## config.mk

```make
export PLATFORM = sky130hd
export DESIGN_NAME = joystick_drive_ctrl
export DESIGN_NICKNAME = d
export VERILOG_FILES = /design/src/rtl/joystick_drive_ctrl_pkg.sv /design/src/rtl/joystick_drive_ctrl_tick_gen.sv /design/src/rtl/joystick_drive_ctrl.sv
export SDC_FILE = /design/constraint.sdc
export NUM_CORES = 1
export LEC_CHECK = 0
export ABC_AREA = 1
export CORE_MARGIN = 2
export CORE_UTILIZATION = 45
export DETAILED_ROUTE_END_ITERATION = 8
export SLEW_MARGIN = 10
export SYNTH_ARGS = -nofsm -noshare
export SYNTH_HDL_FRONTEND = slang
export SYNTH_SLANG_ARGS = --single-unit
```

## constraint.sdc

```tcl
create_clock -name clk_i -period 6.21 [get_ports clk_i]
set_clock_uncertainty 0.1 [all_clocks]
set_input_delay 1.863 -clock clk_i [delete_from_list [all_inputs] [get_ports clk_i]]
set_output_delay 1.863 -clock clk_i [all_outputs]
set_load 0.02 [all_outputs]
```

## src/rtl/joystick_drive_ctrl_pkg.sv

```systemverilog
// joystick_drive_ctrl_pkg: shared widths, constants and FSM state encoding for the joystick drive controller
//   ADC_W          joystick ADC code width
//   CMD_W          signed motor command width
//   SPEED_MAX      magnitude limit of a motor command
//   CENTRE_DEFAULT stick centre assumed until the first calibration completes
package joystick_drive_ctrl_pkg;
  localparam int ADC_W = 12;
  localparam int CMD_W = 9;
  localparam int SPEED_MAX = 255;
  localparam logic [ADC_W-1:0] CENTRE_DEFAULT = 12'd2048;
  typedef enum logic [2:0] {CAL_WAIT, CAL_ACC, RUN_IDLE, RUN_CALC, RUN_OFFER} state_e;
endpackage

```

## src/rtl/joystick_drive_ctrl_tick_gen.sv

```systemverilog
// joystick_drive_ctrl_tick_gen: free-running sample-rate divider
//   clk_i   system clock
//   rst_ni  asynchronous active-low reset
//   tick_o  one-cycle pulse every SAMPLE_DIV cycles (while the counter sits at SAMPLE_DIV-1)
module joystick_drive_ctrl_tick_gen #(
  parameter int SAMPLE_DIV = 500000
) (
  input  logic clk_i,
  input  logic rst_ni,
  output logic tick_o
);
  localparam int W = $clog2(SAMPLE_DIV);
  logic [W-1:0] cnt_q;
  assign tick_o = cnt_q == W'(SAMPLE_DIV - 1);
  always_ff @(posedge clk_i or negedge rst_ni)
    if (!rst_ni) cnt_q <= '0;
    else cnt_q <= tick_o ? '0 : cnt_q + W'(1);
endmodule

```

## src/rtl/joystick_drive_ctrl.sv

```systemverilog
// joystick_drive_ctrl: calibrates the stick centre and turns sampled X/Y axes into left/right drive commands
//   clk_i          system clock
//   rst_ni         asynchronous active-low reset
//   x_i, y_i       steering / throttle ADC codes (unsigned)
//   recal_i        one-cycle request to re-run calibration
//   cmd_ready_i    motor stage accepts the offered command
//   cmd_valid_o    left_cmd_o/right_cmd_o hold a command
//   left_cmd_o     signed left speed, -255..+255
//   right_cmd_o    signed right speed, -255..+255
//   cal_done_o     centre values are valid
//   overrun_cnt_o  saturating count of ticks dropped while a command was pending
module joystick_drive_ctrl
  import joystick_drive_ctrl_pkg::*;
#(
  parameter int SAMPLE_DIV = 500000,
  parameter int CAL_LOG2 = 4,
  parameter int DEADZONE = 80
) (
  input  logic                    clk_i,
  input  logic                    rst_ni,
  input  logic [ADC_W-1:0]        x_i,
  input  logic [ADC_W-1:0]        y_i,
  input  logic                    recal_i,
  input  logic                    cmd_ready_i,
  output logic                    cmd_valid_o,
  output logic signed [CMD_W-1:0] left_cmd_o,
  output logic signed [CMD_W-1:0] right_cmd_o,
  output logic                    cal_done_o,
  output logic [7:0]              overrun_cnt_o
);
  localparam int ACC_W = ADC_W + CAL_LOG2;
  localparam logic signed [ADC_W:0] DZ = (ADC_W + 1)'(DEADZONE);
  function automatic logic signed [9:0] axis_speed(input logic [ADC_W-1:0] a, input logic [ADC_W-1:0] c);
    logic signed [ADC_W:0] d;
    d = $signed({1'b0, a}) - $signed({1'b0, c});
    return (d < DZ && d > -DZ) ? '0 : 10'(d >>> 3);
  endfunction
  // sum/difference is formed at 11 bits so +-511 cannot wrap before clamping
  function automatic logic signed [CMD_W-1:0] mix_sat(input logic signed [9:0] a, input logic signed [9:0] b,
                                                      input logic sub);
    logic signed [10:0] v;
    v = sub ? 11'(a) - 11'(b) : 11'(a) + 11'(b);
    return v > 11'(SPEED_MAX) ? CMD_W'(SPEED_MAX) : v < -11'(SPEED_MAX) ? -CMD_W'(SPEED_MAX) : v[CMD_W-1:0];
  endfunction
  state_e state_q;
  logic tick;
  logic recal_q, cmd_valid_q, cal_done_q;
  logic [ADC_W-1:0] xc_q, yc_q, xs_q, ys_q;
  logic [ACC_W-1:0] xacc_q, yacc_q, xsum_d, ysum_d;
  logic [CAL_LOG2-1:0] nsamp_q;
  logic signed [CMD_W-1:0] left_q, right_q;
  logic [7:0] ovr_q;
  logic signed [9:0] sx_d, sy_d;
  logic go_cal_d;
  joystick_drive_ctrl_tick_gen #(.SAMPLE_DIV(SAMPLE_DIV)) u_tick (
    .clk_i (clk_i),
    .rst_ni(rst_ni),
    .tick_o(tick)
  );
  // a pending recal is honoured in calibration and idle; a pending command must be accepted first
  always_comb begin
    sx_d = axis_speed(xs_q, xc_q);
    sy_d = axis_speed(ys_q, yc_q);
    xsum_d = xacc_q + ACC_W'(x_i);
    ysum_d = yacc_q + ACC_W'(y_i);
    go_cal_d = (recal_q | recal_i) &
               ((state_q inside {CAL_WAIT, CAL_ACC, RUN_IDLE}) | (state_q == RUN_OFFER & cmd_ready_i));
  end
  always_ff @(posedge clk_i or negedge rst_ni)
    if (!rst_ni) begin
      state_q <= CAL_WAIT;
      recal_q <= 1'b0;
      cmd_valid_q <= 1'b0;
      cal_done_q <= 1'b0;
      xc_q <= CENTRE_DEFAULT;
      yc_q <= CENTRE_DEFAULT;
      xs_q <= '0;
      ys_q <= '0;
      xacc_q <= '0;
      yacc_q <= '0;
      nsamp_q <= '0;
      left_q <= '0;
      right_q <= '0;
      ovr_q <= '0;
    end else begin
      if (recal_i) recal_q <= 1'b1;
      if (go_cal_d) begin
        state_q <= CAL_WAIT;
        recal_q <= 1'b0;
        cmd_valid_q <= 1'b0;
        cal_done_q <= 1'b0;
        xacc_q <= '0;
        yacc_q <= '0;
        nsamp_q <= '0;
      end else
        case (state_q)
          CAL_WAIT: if (tick) state_q <= CAL_ACC;
          CAL_ACC: if (tick) begin
            nsamp_q <= nsamp_q + CAL_LOG2'(1);
            if (&nsamp_q) begin
              xc_q <= xsum_d[ACC_W-1:CAL_LOG2];
              yc_q <= ysum_d[ACC_W-1:CAL_LOG2];
              xacc_q <= '0;
              yacc_q <= '0;
              cal_done_q <= 1'b1;
              state_q <= RUN_IDLE;
            end else begin
              xacc_q <= xsum_d;
              yacc_q <= ysum_d;
            end
          end
          RUN_IDLE: if (tick) begin
            xs_q <= x_i;
            ys_q <= y_i;
            state_q <= RUN_CALC;
          end
          RUN_CALC: begin
            left_q <= mix_sat(sy_d, sx_d, 1'b0);
            right_q <= mix_sat(sy_d, sx_d, 1'b1);
            cmd_valid_q <= 1'b1;
            state_q <= RUN_OFFER;
          end
          RUN_OFFER: if (cmd_ready_i) begin
            cmd_valid_q <= 1'b0;
            state_q <= tick ? RUN_CALC : RUN_IDLE;
            if (tick) begin
              xs_q <= x_i;
              ys_q <= y_i;
            end
          end else if (tick && !(&ovr_q)) ovr_q <= ovr_q + 8'd1;
          default: state_q <= CAL_WAIT;
        endcase
    end
  assign cmd_valid_o = cmd_valid_q;
  assign left_cmd_o = left_q;
  assign right_cmd_o = right_q;
  assign cal_done_o = cal_done_q;
  assign overrun_cnt_o = ovr_q;
endmodule

```

==> results of run 1 <==
==> path summary, 6_finish.rpt <==
check	from	slack, ns	depth (start not counted)	end
max reg2reg	yc_q[0]	1.73	23	left_cmd_o[2]
min in group asynchronous	rst_ni	1.43	1	ys_q[1]
max in group asynchronous	rst_ni	3.41	2	yc_q[7]
max	yc_q[0]	1.73	23	left_cmd_o[2]
min	u_tick.cnt_q[0]	0.38	1	u_tick.cnt_q[0]
min reg2reg	u_tick.cnt_q[0]	0.38	1	u_tick.cnt_q[0]
==> worst max-delay path: cells and delay by family (launching register included) <==
kind,cells,cell delay [ns]
flip-flops,1,0.38
AND/OR/NAND/NOR,14,1.45
buffers and inverters,2,0.22
AO/OA/AOI/OAI,3,0.77
XOR/XNOR,1,0.26
adder cells (fa/ha/maj),3,1.14
==> sequential cells by signal (all words and copies together) (netlist names) <==
name           flops
cal_done_o         1
cmd_valid_o        1
left_cmd_o         9
nsamp_q            4
overrun_cnt_o      8
recal_q            1
right_cmd_o        9
state_q            3
u_tick.cnt_q      19
xacc_q            16
xc_q              12
xs_q              12
yacc_q            16
yc_q              12
ys_q              12
==> cell usage after synthesis (all sizes together) (3+ instances only) <==
library cell / instances / share of area (%)
o31ai: 3 / 0.23
nand4: 22 / 1.5
nand3: 108 / 5.5
a21boi: 5 / 0.38
o21ai: 93 / 5.2
nand2: 407 / 16
buf: 17 / 1.4
o21a: 5 / 0.38
a31oi: 3 / 0.19
a21o: 5 / 0.38
nor3: 16 / 1.0
ha: 71 / 9.0
inv: 227 / 8.7
xor2: 33 / 2.9
dfrtp: 133 / 34
nor2: 126 / 5.4
clkbuf: 5 / 0.20
nand3b: 5 / 0.42
xnor2: 11 / 0.98
a22o: 8 / 0.71
a21oi: 65 / 3.3
fa: 6 / 1.2
o21bai: 4 / 0.30
==> stage by stage <==
step / instances / setup slack [ns] / hold WS, ns / power [mW]
floorplan: 1391 / 2.39 / 0.333 / 1.32
global placement: 1707 / 1.80 / 0.356 / 1.55
detailed placement: 1707 / 1.75 / 0.370 / 1.56
CTS: 1738 / 1.73 / 0.383 / 2.74
global route: 1738 / 1.23 / 0.386 / 2.83
finish: 1738 / 1.73 / 0.382 / 2.71
==> cell usage in the layout (no fill, tap or decap), types with 4 or more instances in the layout <==
master,instances
fa_1,6
nor3_1,13
a21oi_1,64
inv_1,219
o21bai_1,4
dfrtp_1,133
xnor2_1,11
bufinv_16,6
ha_1,71
a21boi_0,4
nor2_2,4
clkbuf_16,17
a22o_1,8
a21o_1,5
nand4_1,21
o21ai_0,68
o21ai_2,10
o21ai_1,14
nand2_1,401
nand3b_1,4
o21a_1,5
nor2_1,117
clkdlybuf4s50_1,54
inv_2,7
xor2_1,33
nand2_2,6
nand3_1,107
nor2_4,4
==> layout make-up <==
type	count	share of cell area [%]
Clock buffer	20	4.13
Clock inverter	11	1.94
Inverter	229	7.66
Multi-Input combinational cell	1005	48.2
Sequential cell	135	29.9
Tap cell	280	3.10
Timing Repair Buffer	58	5.08
==> cell families (layout without fill, tap and decap cells) <==
logic type | Yosys count | in the layout
XOR/XNOR | 44 | 44
flip-flops | 135 | 135
buffers and inverters | 251 | 318
adder cells (fa/ha/maj) | 77 | 77
AND/OR/NAND/NOR | 690 | 690
AO/OA/AOI/OAI | 194 | 194
==> power by group <==
| group | switching [mW] | internal (mW) | total [mW] | leakage [nW] |
|---|---|---|---|---|
| clock network | 0.386 | 0.785 | 1.17 | 0.333 |
| registers | 0.0493 | 0.955 | 1.00 | 1.76 |
| logic | 0.319 | 0.212 | 0.531 | 4.09 |
==> per-layer routing <==
| layer | part of all wire, % | global-route usage [%] | vias up |
|---|---|---|---|
| met3 | 3.0 | 3.02 | 24 |
| met2 | 43 | 33.4 | 145 |
| met4 | 1.7 | 6.05 | 0 |
| met5 | 0 | 0 | - |
| met1 | 52 | 30.6 | 3920 |
| li1 | - | - | 4552 |
==> metrics.txt, run 1 <==
CP cell instances=ha_1 -> fa_1 -> inv_1 -> nand3_1 -> nand2_1 -> nand2_1 -> nand2_1 -> xor2_1 -> nor2_1 -> nor2_1 -> nand4_1 -> nand2_1 -> nor2_1 -> ha_1 -> inv_1 -> a21oi_1 -> nand3_1 -> nand2_1 -> nand3_1 -> nand2_1 -> nand2_1 -> a21oi_1 -> a21oi_1; WP data required=6.40 ns; core box area=21,700 µm²; status=finished, final reports clean; clk root buf=clkbuf_16; Seq. cell area=3380 µm²; Max Clk Rate=223 MHz; Hold Vio Cnt, Final=0; Num CTS Buffers=17; I/O pin count=56; mux contribution to synthesized area=0%; Final Cycle Share=72.1%; Avg Cell Area, Syn=7.09 µm²; Worst-Margin Slew=0.886 ns; clock sinks=135; maximum capacitance violations=0; fillers=2,155; largest net degree at the start of global routing=91; EDFF count, synth=0; CP most frequent cell=nand2_1; DP HPWL=18.5 mm; Residual DRC=0; share of layout cells above drive strength 1=5.56%; CP arrival=4.66 ns; Pleak=6.18 nW; Die W=152 µm; die footprint=23,100 µm²; Mapped Area=9860 µm²; initial core utilization=45.5%; TritonCTS clock tree=built; worst vdd ir=0.200 mV; register area share after synthesis=34.3%; Synth Register Bits=135; Resized cells post-CTS=0; final std cell area, no fill=11,300 µm²; Worst Setup Start Kind=flop; CP peak stage delay=0.50 ns; area grow syn2layout=14.8%; Util after Layout=52.2%; WL final=23.7 mm; final slew viol count=0; DR WL/cell=13.6 µm; worst min path class=flop to flop; Core Rows=54; Setup violations, final=0; Post-DRT Antenna Nets=0; clock latency on the worst-skew pair=0.42 ns; Yosys warnings=0; DR iter-0 viols=440; Post-Place Cell Area=10,600 µm²; first-pass GRT wire length=40.5 mm; total gr overflow=0; main combinational cell family by area after synthesis=simple AND/OR/NAND/NOR gates; WS Path Type=flop to flop; antenna cell count=0; Pre-antenna DRT Iters=6; vias in the first global route=8,241; port bufs=55; Adder-Cell Fraction of Synth Area=10.2%; clock slew at reported path FFs=0.06 ns; Global Route Usage Sum=21.2%; syn_nets=1,496; initial antenna violation count=0; layout net count=1,551; routed via count=8,641; CTS H-tree depth=4; Setup TNS=0 ns; CTS Buffer Depth=2; hold bufs inserted after CTS=0; Cells after Synth=1,391; CP Capture Type=flop; post-CTS setup buffers=0; XOR/XNOR Fraction of Synth Area=3.91%; relative slew slack=40.8%; Die H=152 µm; Final Critical Period=4.48 ns; Netlist cell types=51; Synth Area in Compound Gates=11.4%; Power Dens Cells=239 nW/µm²; area occupied by multi-input gates=5460 µm²; RSZ-0062 raised after global routing=false; Via density=4.97; Synth Flop Type=dfrtp_1; crit path max fanout=9; GP Congestion=0.864; Post-Synth Simple-Gate Area=29.8%; ys async rst share=100%; Slowest-stage cell, CP=ha_1
(Power assumes the default switching activity.)
==> inputs of run 2 (changes only) <==
clock period = 4.65 ns   (was 6.21 ns; I/O delays follow)
==> run 2 against run 1 <==
  * Register-to-register slack worse by 1.3 ns
  * Utilization is 0.24 points higher
  * Clock power increased by 20%
  * Sequential share of layout area fell by 0.13 points
  * Sequential cell count did not move
  * Critical path depth grew 2
  * Die area unchanged
  * Largest power group unchanged
  * Highest routed layer unchanged
==> metrics.txt, run 2 (same netlist as run 1, synthesis figures left out) <==
layout net count=1,555 (+0.26%); total gr overflow=0 (unchanged); most frequent cells in the layout=400 x nand2_1, 219 x inv_1, 133 x dfrtp_1; maximum capacitance violations=0 (unchanged); Worst Setup Start Kind=flop; final worst slack=0.393 ns (-1.34 ns); vias in the first global route=8,386 (+1.8%); status=finished, final reports clean; fillers=2,133 (-1.0%); Final Critical Period=4.26 ns (-0.221 ns); worst vdd ir=0.223 mV (+11%); largest net degree at the start of global routing=71 (-22%); first-pass GRT wire length=41.4 mm (+2.1%); CTS H-tree depth=4 (unchanged); Pre-antenna DRT Iters=7 (+1); Max Clk Rate=235 MHz (+5.2%); initial antenna violation count=0 (unchanged); antenna cell count=0 (unchanged); WS Path Type=flop to flop; Die W=152 µm (unchanged); worst min path class=flop to flop; Die H=152 µm (unchanged); hold bufs inserted after CTS=0 (unchanged); Worst-Margin Slew=0.652 ns (-0.234 ns); core box area=21,700 µm² (unchanged); Setup WS pre-CTS=0.267 ns (-1.48 ns); I/O pin count=56 (unchanged); WL final=24.2 mm (+2.0%); Final Non-Filler Cells=1,743 (+0.29%); reg2reg path depth=25 (+8.7%); routed via count=8,731 (+1.0%); Post-Place Cells=1,710 (+0.18%); DP HPWL=18.8 mm (+1.4%); Worst Hold Depth=1 (unchanged); launch point of the worst reg-to-reg path=yc_q[0]; DR WL/cell=13.9 µm (+1.7%); area grow syn2layout=15.3%; crit path max fanout=9 (unchanged); die footprint=23,100 µm² (unchanged); max reg flops=19 (unchanged); Biggest register=u_tick.cnt_q; Hold Crit Start=u_tick.cnt_q[0]; most common cell after layout, fill and taps aside=nand2_1; share of layout cells above drive strength 1=6.63% (+1.1 points); GP Congestion=0.904 (+4.6%); relative slew slack=56.1% (+15 points); Core Rows=54 (unchanged); flop-to-flop setup slack=0.39 ns (-1.34 ns); DR iter-0 viols=441 (+0.23%); r2r endpoint=left_cmd_o[4]; port bufs=55 (unchanged); clock sinks=135 (unchanged); Hold Vio Cnt, Final=0 (unchanged); Global Route Usage Sum=21.6% (+0.42 points); final slew viol count=0 (unchanged); Pleak=6.17 nW (-0.17%); clock slew at reported path FFs=0.06 ns (about the same); Hold EP=u_tick.cnt_q[0]; Setup violations, final=0 (unchanged); Post-DRT Antenna Nets=0 (unchanged); clk root buf=clkbuf_16; WP data required=4.86 ns (-1.54 ns); CTS Buffer Depth=2 (unchanged); clock latency on the worst-skew pair=0.43 ns (about the same); Final Cycle Share=91.6% (+19 points); Via density=5.01 (+0.75%); Largest regs=u_tick.cnt_q x19, xacc_q x16, yacc_q x16; Num CTS Buffers=17 (unchanged); CP Capture Type=flop; initial core utilization=45.5% (unchanged); Residual DRC=0 (unchanged); TritonCTS clock tree=built; Power Dens Cells=304 nW/µm² (+27%); CP arrival=4.46 ns (-0.20 ns)
run 2: cell types whose count changed in the layout (fill, tap and decap cells not counted), moves of 2 or more:
| cell | before | now |
|---|---|---|
| ha_1 | 71 | 66 |
| a21oi_1 | 64 | 60 |
| a21oi_4 | 0 | 3 |
| buf_4 | 3 | 6 |
| bufinv_16 | 6 | 3 |
| clkbuf_8 | 3 | 0 |
| clkinvlp_4 | 1 | 4 |
| ha_2 | 0 | 3 |
| ha_4 | 0 | 2 |
| inv_6 | 1 | 3 |
run 2: critical path, cell delays in order (launching register included):
cell,delay [ns]
dfrtp_1,0.39
ha_1,0.23
fa_1,0.40
inv_1,0.09
nand3_1,0.08
nand2_1,0.13
nand2_1,0.08
nand2_1,0.09
nand2_1,0.06
nand2_1,0.12
nand2_1,0.07
nor2_1,0.16
nand4_1,0.19
nand2_2,0.16
nor2_1,0.08
ha_2,0.43
inv_1,0.10
a21oi_1,0.21
nor2_1,0.06
nor2_1,0.12
nand2_1,0.06
nand2_1,0.13
a21oi_4,0.08
buf_4,0.18
a21oi_4,0.22
a21oi_1,0.10
run 2: how the worst max path moves through the flow:
stage               cells after the start        endpoint    start
floorplan                              28   left_cmd_o[2]  xc_q[0]
global placement                       27  right_cmd_o[0]  yc_q[0]
detailed placement                     28   left_cmd_o[4]  xc_q[0]
CTS                                    21  right_cmd_o[5]  yc_q[0]
global route                           30   left_cmd_o[0]  xc_q[0]
finish                                 25   left_cmd_o[4]  yc_q[0]
run 2: repair_timing:
| action | CTS | global route |
|---|---|---|
| gates resized for setup | 0 | 18 |
| setup buffers | 0 | 1 |
| endpoints found under the setup margin | 0 | 16 |
run 2: layer usage:
metal	wire [µm]	track usage (%)
met1	12400	31.2
met2	10800	34.3
met3	741	2.91
met4	308	5.74
met5	0	0
run 2: cell type report:
class                           count  area, µm²  area share, %
Clock buffer                       18        429           3.78
Clock inverter                     14        174           1.53
Inverter                          229        867           7.63
Multi-Input combinational cell   1005       5550           48.8
Sequential cell                   135       3380           29.7
Tap cell                          280        350           3.08
Timing Repair Buffer               62        617           5.43
run 2: per-stage QoR:
| step | utilization (%) | hold WS [ns] | power, mW | TNS (ns) | cell area, µm² |
|---|---|---|---|---|---|
| after floorplan | - | 0.333 | 1.77 | 0 | 9860 |
| after global routing | 52.4 | 0.403 | 3.62 | -0.00748 | 11400 |
| final | 52.4 | 0.365 | 3.46 | 0 | 11400 |
| after detailed placement | 49.2 | 0.360 | 2.08 | 0 | 10700 |
| after CTS | 51.9 | 0.368 | 3.49 | 0 | 11300 |
| after global placement | 49.2 | 0.357 | 2.08 | 0 | 10700 |
run 2: report_power, final:
group          internal [mW]  switching [mW]
sequential              1.27          0.0651
combinational          0.291           0.426
clock                  0.848           0.553
==> inputs of run 3 (changes only) <==
CORE_UTILIZATION = 41   (was 45)
GPL_TIMING_DRIVEN = 0   (was unset)
==> run 3 against run 2 <==
  * Non-clock buffer count up 20
  * Die area up 9.5%
  * Sequential share of layout area down 0.59 points
  * Final area up 2.0%
  * Setup slack worse by 0.046 ns
  * First-iteration DRC count up 3.4%
  * Maximum frequency down 1.1%
  * Critical endpoint is now right_cmd_o[0]
  * Combinational power up 2%
  * Hold slack better by 0.0074 ns
==> metrics.txt, run 3 (same netlist as run 1, synthesis figures left out) <==
Worst-Margin Slew=0.689 ns (+0.0368 ns); Max Clk Rate=232 MHz (-1.1%); r2r endpoint=right_cmd_o[0]; WL final=24.3 mm (+0.42%); Via density=4.87 (-2.8%); final slew viol count=0 (unchanged); worst path bufs/invs=3 (unchanged); worst vdd ir=0.188 mV (-16%); total gr overflow=0 (unchanged); die footprint=25,300 µm² (+9.5%); CTS H-tree depth=4 (unchanged); clk root buf=clkbuf_16; initial core utilization=41.9% (-3.6 points); antenna cell count=0 (unchanged); Pleak=6.27 nW (+1.7%); WS Path Type=flop to flop; CP Capture Type=flop; Switching Share=30.9% (+0.73 points); status=finished, final reports clean; Final Cycle Share=92.5% (+0.98 points); logic gate share of total power=20.9% (about the same); flop-to-flop setup slack=0.35 ns (-0.05 ns); Biggest register=u_tick.cnt_q; GP Congestion=0.870 (-3.7%); CP peak stage delay=0.41 ns (-0.02 ns); most common cell after layout, fill and taps aside=nand2_1; final worst slack=0.347 ns (-0.0457 ns); maximum capacitance violations=0 (unchanged); routed via count=8,776 (+0.52%); RSZ-0062 raised after global routing=true; Setup violations, final=0 (unchanged); Slowest-stage cell, CP=dfrtp_1; layout net count=1,575 (+1.3%); CP most frequent cell=nand2_1; Setup WS pre-CTS=0.0807 ns (-0.186 ns); area occupied by multi-input gates=5560 µm² (+0.27%); TritonCTS clock tree=built; DR WL/cell=13.5 µm (-2.9%); Sequential Power Share=38.2% (-0.5 points); initial antenna violation count=0 (unchanged); Power Dens Cells=302 nW/µm² (-0.65%); Hold Vio Cnt, Final=0 (unchanged); Final Critical Period=4.30 ns (+0.0457 ns); Post-Place Cells=1,766 (+3.3%); Final Non-Filler Cells=1,802 (+3.4%); cell family with most CP delay=simple AND/OR/NAND/NOR gates; Setup TNS=0 ns (unchanged); CTS Buffer Depth=2 (unchanged); Largest regs=u_tick.cnt_q x19, xacc_q x16, yacc_q x16; Clock Power Share=40.9% (+0.4 points); share of layout cells above drive strength 1=8.09% (+1.5 points); largest net degree at the start of global routing=98 (+38%); Die W=159 µm (+4.6%); Worst Hold Depth=1 (unchanged); DP HPWL=19.3 mm (+2.6%); Seq. cell area=3380 µm² (unchanged); most frequent cells in the layout=399 x nand2_1, 218 x inv_1, 133 x dfrtp_1; core box area=23,500 µm² (+8.5%); Pre-antenna DRT Iters=4 (-3); worst min path class=flop to flop; vias in the first global route=8,387 (+0.012%); hold bufs inserted after CTS=0 (unchanged); launch point of the worst reg-to-reg path=xc_q[0]; Core Rows=56 (+3.7%); DR iter-0 viols=456 (+3.4%); relative slew slack=53.6% (-2.5 points); Global Route Usage Sum=19.7% (-1.9 points); Power Internal=2.42 mW (+0.30%); port bufs=55 (unchanged); sw power=1.08 mW (+3.8%); Residual DRC=0 (unchanged); crit path max fanout=9 (unchanged); Hold EP=u_tick.cnt_q[0]; CP arrival=4.53 ns (+0.07 ns); Die H=159 µm (+4.6%); fillers=2,421 (+14%); I/O pin count=56 (unchanged); first-pass GRT wire length=40.9 mm (-1.1%); WP data required=4.88 ns (+0.02 ns); max reg flops=19 (unchanged); clock sinks=135 (unchanged); clock slew at reported path FFs=0.07 ns (about the same); area grow syn2layout=17.6%; clock latency on the worst-skew pair=0.43 ns (about the same); reg2reg path depth=28 (+12%); Num CTS Buffers=17 (unchanged); Post-DRT Antenna Nets=0 (unchanged); Hold Crit Start=u_tick.cnt_q[0]; Worst Setup Start Kind=flop
==> run 3: metrics by stage <==
stage | hold slack (ns) | utilization (%) | cell area [µm²] | total power [mW]
3_3_place_gp | 0.356 | 45.9 | 10800 | 2.08
5_1_grt | 0.386 | 49.3 | 11600 | 3.66
2_1_floorplan | 0.333 | - | 9860 | 1.77
4_1_cts | 0.368 | 48.7 | 11500 | 3.54
3_5_place_dp | 0.351 | 46.0 | 10800 | 2.10
6_report | 0.373 | 49.3 | 11600 | 3.51
==> run 3: how the worst max path moves through the flow <==
stage	start	to	slack, ns	cells after the start
after global placement	rst_ni	u_tick.cnt_q[15]	-3.68	1
after detailed placement	yc_q[0]	right_cmd_o[0]	0.08	25
after floorplan	xc_q[0]	left_cmd_o[2]	0.83	28
after global routing	yc_q[0]	right_cmd_o[0]	-0.03	27
final	xc_q[0]	right_cmd_o[0]	0.35	28
after CTS	yc_q[0]	right_cmd_o[4]	0.07	22
==> run 3: layout make-up <==
class / instances / share of cell area [%]
multi-input cells: 1005 / 48.0
flip-flops and latches: 135 / 29.2
inverters: 229 / 7.48
repair buffers: 60 / 5.29
clock buffers: 17 / 3.67
well taps: 319 / 3.44
clock inverters: 15 / 1.64
plain buffers: 22 / 1.36
==> run 3: what timing repair did <==
item,CTS,global route
buffers inserted,0,4
resized for setup,0,25
endpoints found under the setup margin,0,16
==> run 3: power by group through the flow <==
| stage | registers (mW) | logic (mW) | clock network (mW) |
|---|---|---|---|
| after floorplan | 1.44 | 0.330 | 0 |
| after global placement | 1.36 | 0.725 | 0 |
| after detailed placement | 1.36 | 0.734 | 0 |
| after CTS | 1.34 | 0.737 | 1.46 |
| after global routing | 1.35 | 0.800 | 1.51 |
| final | 1.34 | 0.732 | 1.43 |
==> run 3: routing by layer <==
layer | wire length, µm | up-vias | part of all wire (%) | GRT usage (%)
met3 | 485 | 42 | 2.0 | 2.50
li1 | - | 4593 | - | -
met5 | 0 | - | 0 | 0
met4 | 669 | 0 | 2.8 | 8.18
met1 | 12200 | 4021 | 50 | 27.1
met2 | 10900 | 120 | 45 | 31.4
==> RTL edit (config.mk and constraints of run 3) <==
`SAMPLE_DIV` is set to 500000 in 2 places; all go to 1000000.
--- a/src/rtl/joystick_drive_ctrl_tick_gen.sv
+++ b/src/rtl/joystick_drive_ctrl_tick_gen.sv
@@ -5,3 +5,3 @@
 module joystick_drive_ctrl_tick_gen #(
-  parameter int SAMPLE_DIV = 500000
+  parameter int SAMPLE_DIV = 1000000
 ) (
--- a/src/rtl/joystick_drive_ctrl.sv
+++ b/src/rtl/joystick_drive_ctrl.sv
@@ -14,3 +14,3 @@
 #(
-  parameter int SAMPLE_DIV = 500000,
+  parameter int SAMPLE_DIV = 1000000,
   parameter int CAL_LOG2 = 4,
Check against the original RTL: same outputs for any inputs over 10 cycles, from zero or initial values and one cycle with rst_ni low; that may be too few to reach the edited logic, so the function may still have changed.
==> RTL edit against run 3 <==
Sequential cell count increased by 1; setup slack got worse by 39 ps; core utilization fell by 0.43 points; power grew 17%; synthesized area up 1.0%; count of clock-buffer cells in the layout stayed put; die area is 0.99% higher; wire length rose by 2.5%; first-iteration DRC count fell by 5.7%; global-route usage up 0.25 points; final area up 1.5%; synthesized cell count down 3.2%; critical endpoint is now left_cmd_o[0].
==> RTL edit: results (changes against run 3) <==
Outcome
  – Status: finished clean

Clock network
  – Root buf cell: clkbuf_16
  – Clock Path Buffers: 2 (unchanged)
  – Worst-path clk slew: 80 ps
  – Cts hold-fix bufs: 0 (unchanged)
  – CTS sink count: 136 (+0.74%)
  – Skew-Pair Late Insertion Delay: 440 ps

Global route
  – Vias in the first global route: 8498 (+1.3%)
  – Total GRT Usage: 0.200 (+0.00251)
  – First-pass GRT wire length: 41100 um (+0.44%)
  – Largest net degree at the start of global routing: 106 (+8.2%)
  – Antenna violations before repair: 0 (unchanged)

Final layout
  – # fillers: 2438 (+0.70%)
  – Inverters: 202 (-12%)
  – Sequential share of cell area: 0.289 (-0.00218)
  – Number of non-clock buffers: 80 (-2.4%)
  – # clk buffers: 17 (unchanged)
  – Multi-input gates: 990 (-1.5%)
  – Layout cells sized above 1: 0.110 (+0.0288)
  – Multi-input gate area: 0.00583 sq mm (+4.8%)
  – Data buffer area share: 0.0634 (-0.00311)
  – Clock-cell share: 0.0524 (-0.000678)
  – Largest regs: u_tick.cnt_q (20), xacc_q (16), yacc_q (16)

Power
  – Switching Share: 0.382 (+0.0725)
  – VDD IR-drop max: 0.226 mV (+20%)
  – Lkg Pwr: 6.09 nW (-3.0%)

Timing
  – Fin Hold WS: 365 ps (-7.78 ps)
  – Slew headroom: 0.463 (-0.0732)
  – Post-layout min period: 4340 ps (+39.0 ps)

Drt
  – DRT Pass-1 Iters: 5 (+1)
  – DR WL/cell: 14.1 um (+4.7%)
  – Vias/cell: 4.94 (+1.4%)
  – Drt initial violations: 430 (-5.7%)

Min path
  – Hold depth: 1 (unchanged)
  – Min-Delay Endpoint: u_tick.cnt_q[0]
  – HP Class: flip-flop to flip-flop

Worst setup path
  – Peak fanout along the critical path: 8 (-1)
  – CP top delay family: simple AND/OR/NAND/NOR gates
  – Reg2reg path depth: 30 (+7.1%)
  – CP peak stage delay: 400 ps
  – Critical path's slowest cell: fa_1
  – Critical path launch point: yc_q[0]
  – Worst reg2reg endpoint: left_cmd_o[0]
  – Worst path arrival time: 4570 ps (+40 ps)
  – R2r setup slk: 310 ps (-40 ps)

Logic synthesis
  – Sequential-to-total area share from yosys stat: 0.342 (-0.000934)
  – Synth top cells by count: 375 x nand2_1, 194 x inv_1, 134 x dfrtp_1, 108 x nor2_1, 95 x nand3_1
  – Synth unique cells: 52 (+2.0%)
  – Net Count, Synth: 1451 (-3.0%)
  – Syn. warnings: 0 (unchanged)
  – Cells taking the most area after synthesis: dfrtp_1 34%, nand2_1 14%, ha_1 8.9%
  – Post-synthesis async set-or-reset flop share: 1.00 (unchanged)

Placement
  – Dpl ws: -202 ps (-282 ps)
  – DP Wirelength: 19400 um (+0.78%)
  – Routability Congestion: 0.903 (+3.8%)
-- RTL edit: cell count changes in the layout (fill, tap and decap cells not counted), sizes merged, moves of 4 or more --
| cell | delta |
|---|---|
| o21ai | -26 |
| inv | -25 |
| nand2 | -25 |
| mux2 | +24 |
| nand3 | -10 |
| nor3 | +8 |
| xnor2 | +8 |
| nor2 | -4 |
| nor4 | +4 |
| o21bai | +4 |
-- RTL edit: power groups by stage --
stage               Sequential [mW]  Combinational, mW  Clock (mW)
CTS                            1.36               1.30        1.45
global route                   1.37               1.48        1.49
global placement               1.38               1.27           0
floorplan                      1.47              0.758           0
detailed placement             1.38               1.29           0
finish                         1.36               1.33        1.41
-- RTL edit: kinds of logic after synthesis --
| family | share of synthesized area |
|---|---|
| adders and majority gates | 0.101 |
| muxes | 0.0347 |
| AOI/OAI and AO/OA | 0.0941 |
| DFF | 0.342 |
| and+or+nand+nor | 0.292 |
| buffers and inverters | 0.0882 |
| xor gates and xnor gates | 0.0474 |
-- RTL edit: timing repair --
item / in CTS / in global routing
pin swaps: 0 / 4
hold endpoints to repair: 0 / 0
buffers inserted: 0 / 6
gates resized for setup: 3 / 41
endpoints found under the setup margin: 7 / 16
-- RTL edit: per-layer routing --
layer  GRT usage  vias to the layer above  wire (um)
li1            -                     4511          -
met1       0.243                     4010      11200
met2       0.356                      147      12300
met3      0.0364                       41        822
met4      0.0659                        0        592
met5           0                        -          0
-- RTL edit: stage by stage --
step	instance area (sq um)	instances
after floorplan	9960	1346
after global placement	10900	1725
after detailed placement	10900	1726
after CTS	11600	1758
after global routing	11800	1764
final	11800	1764
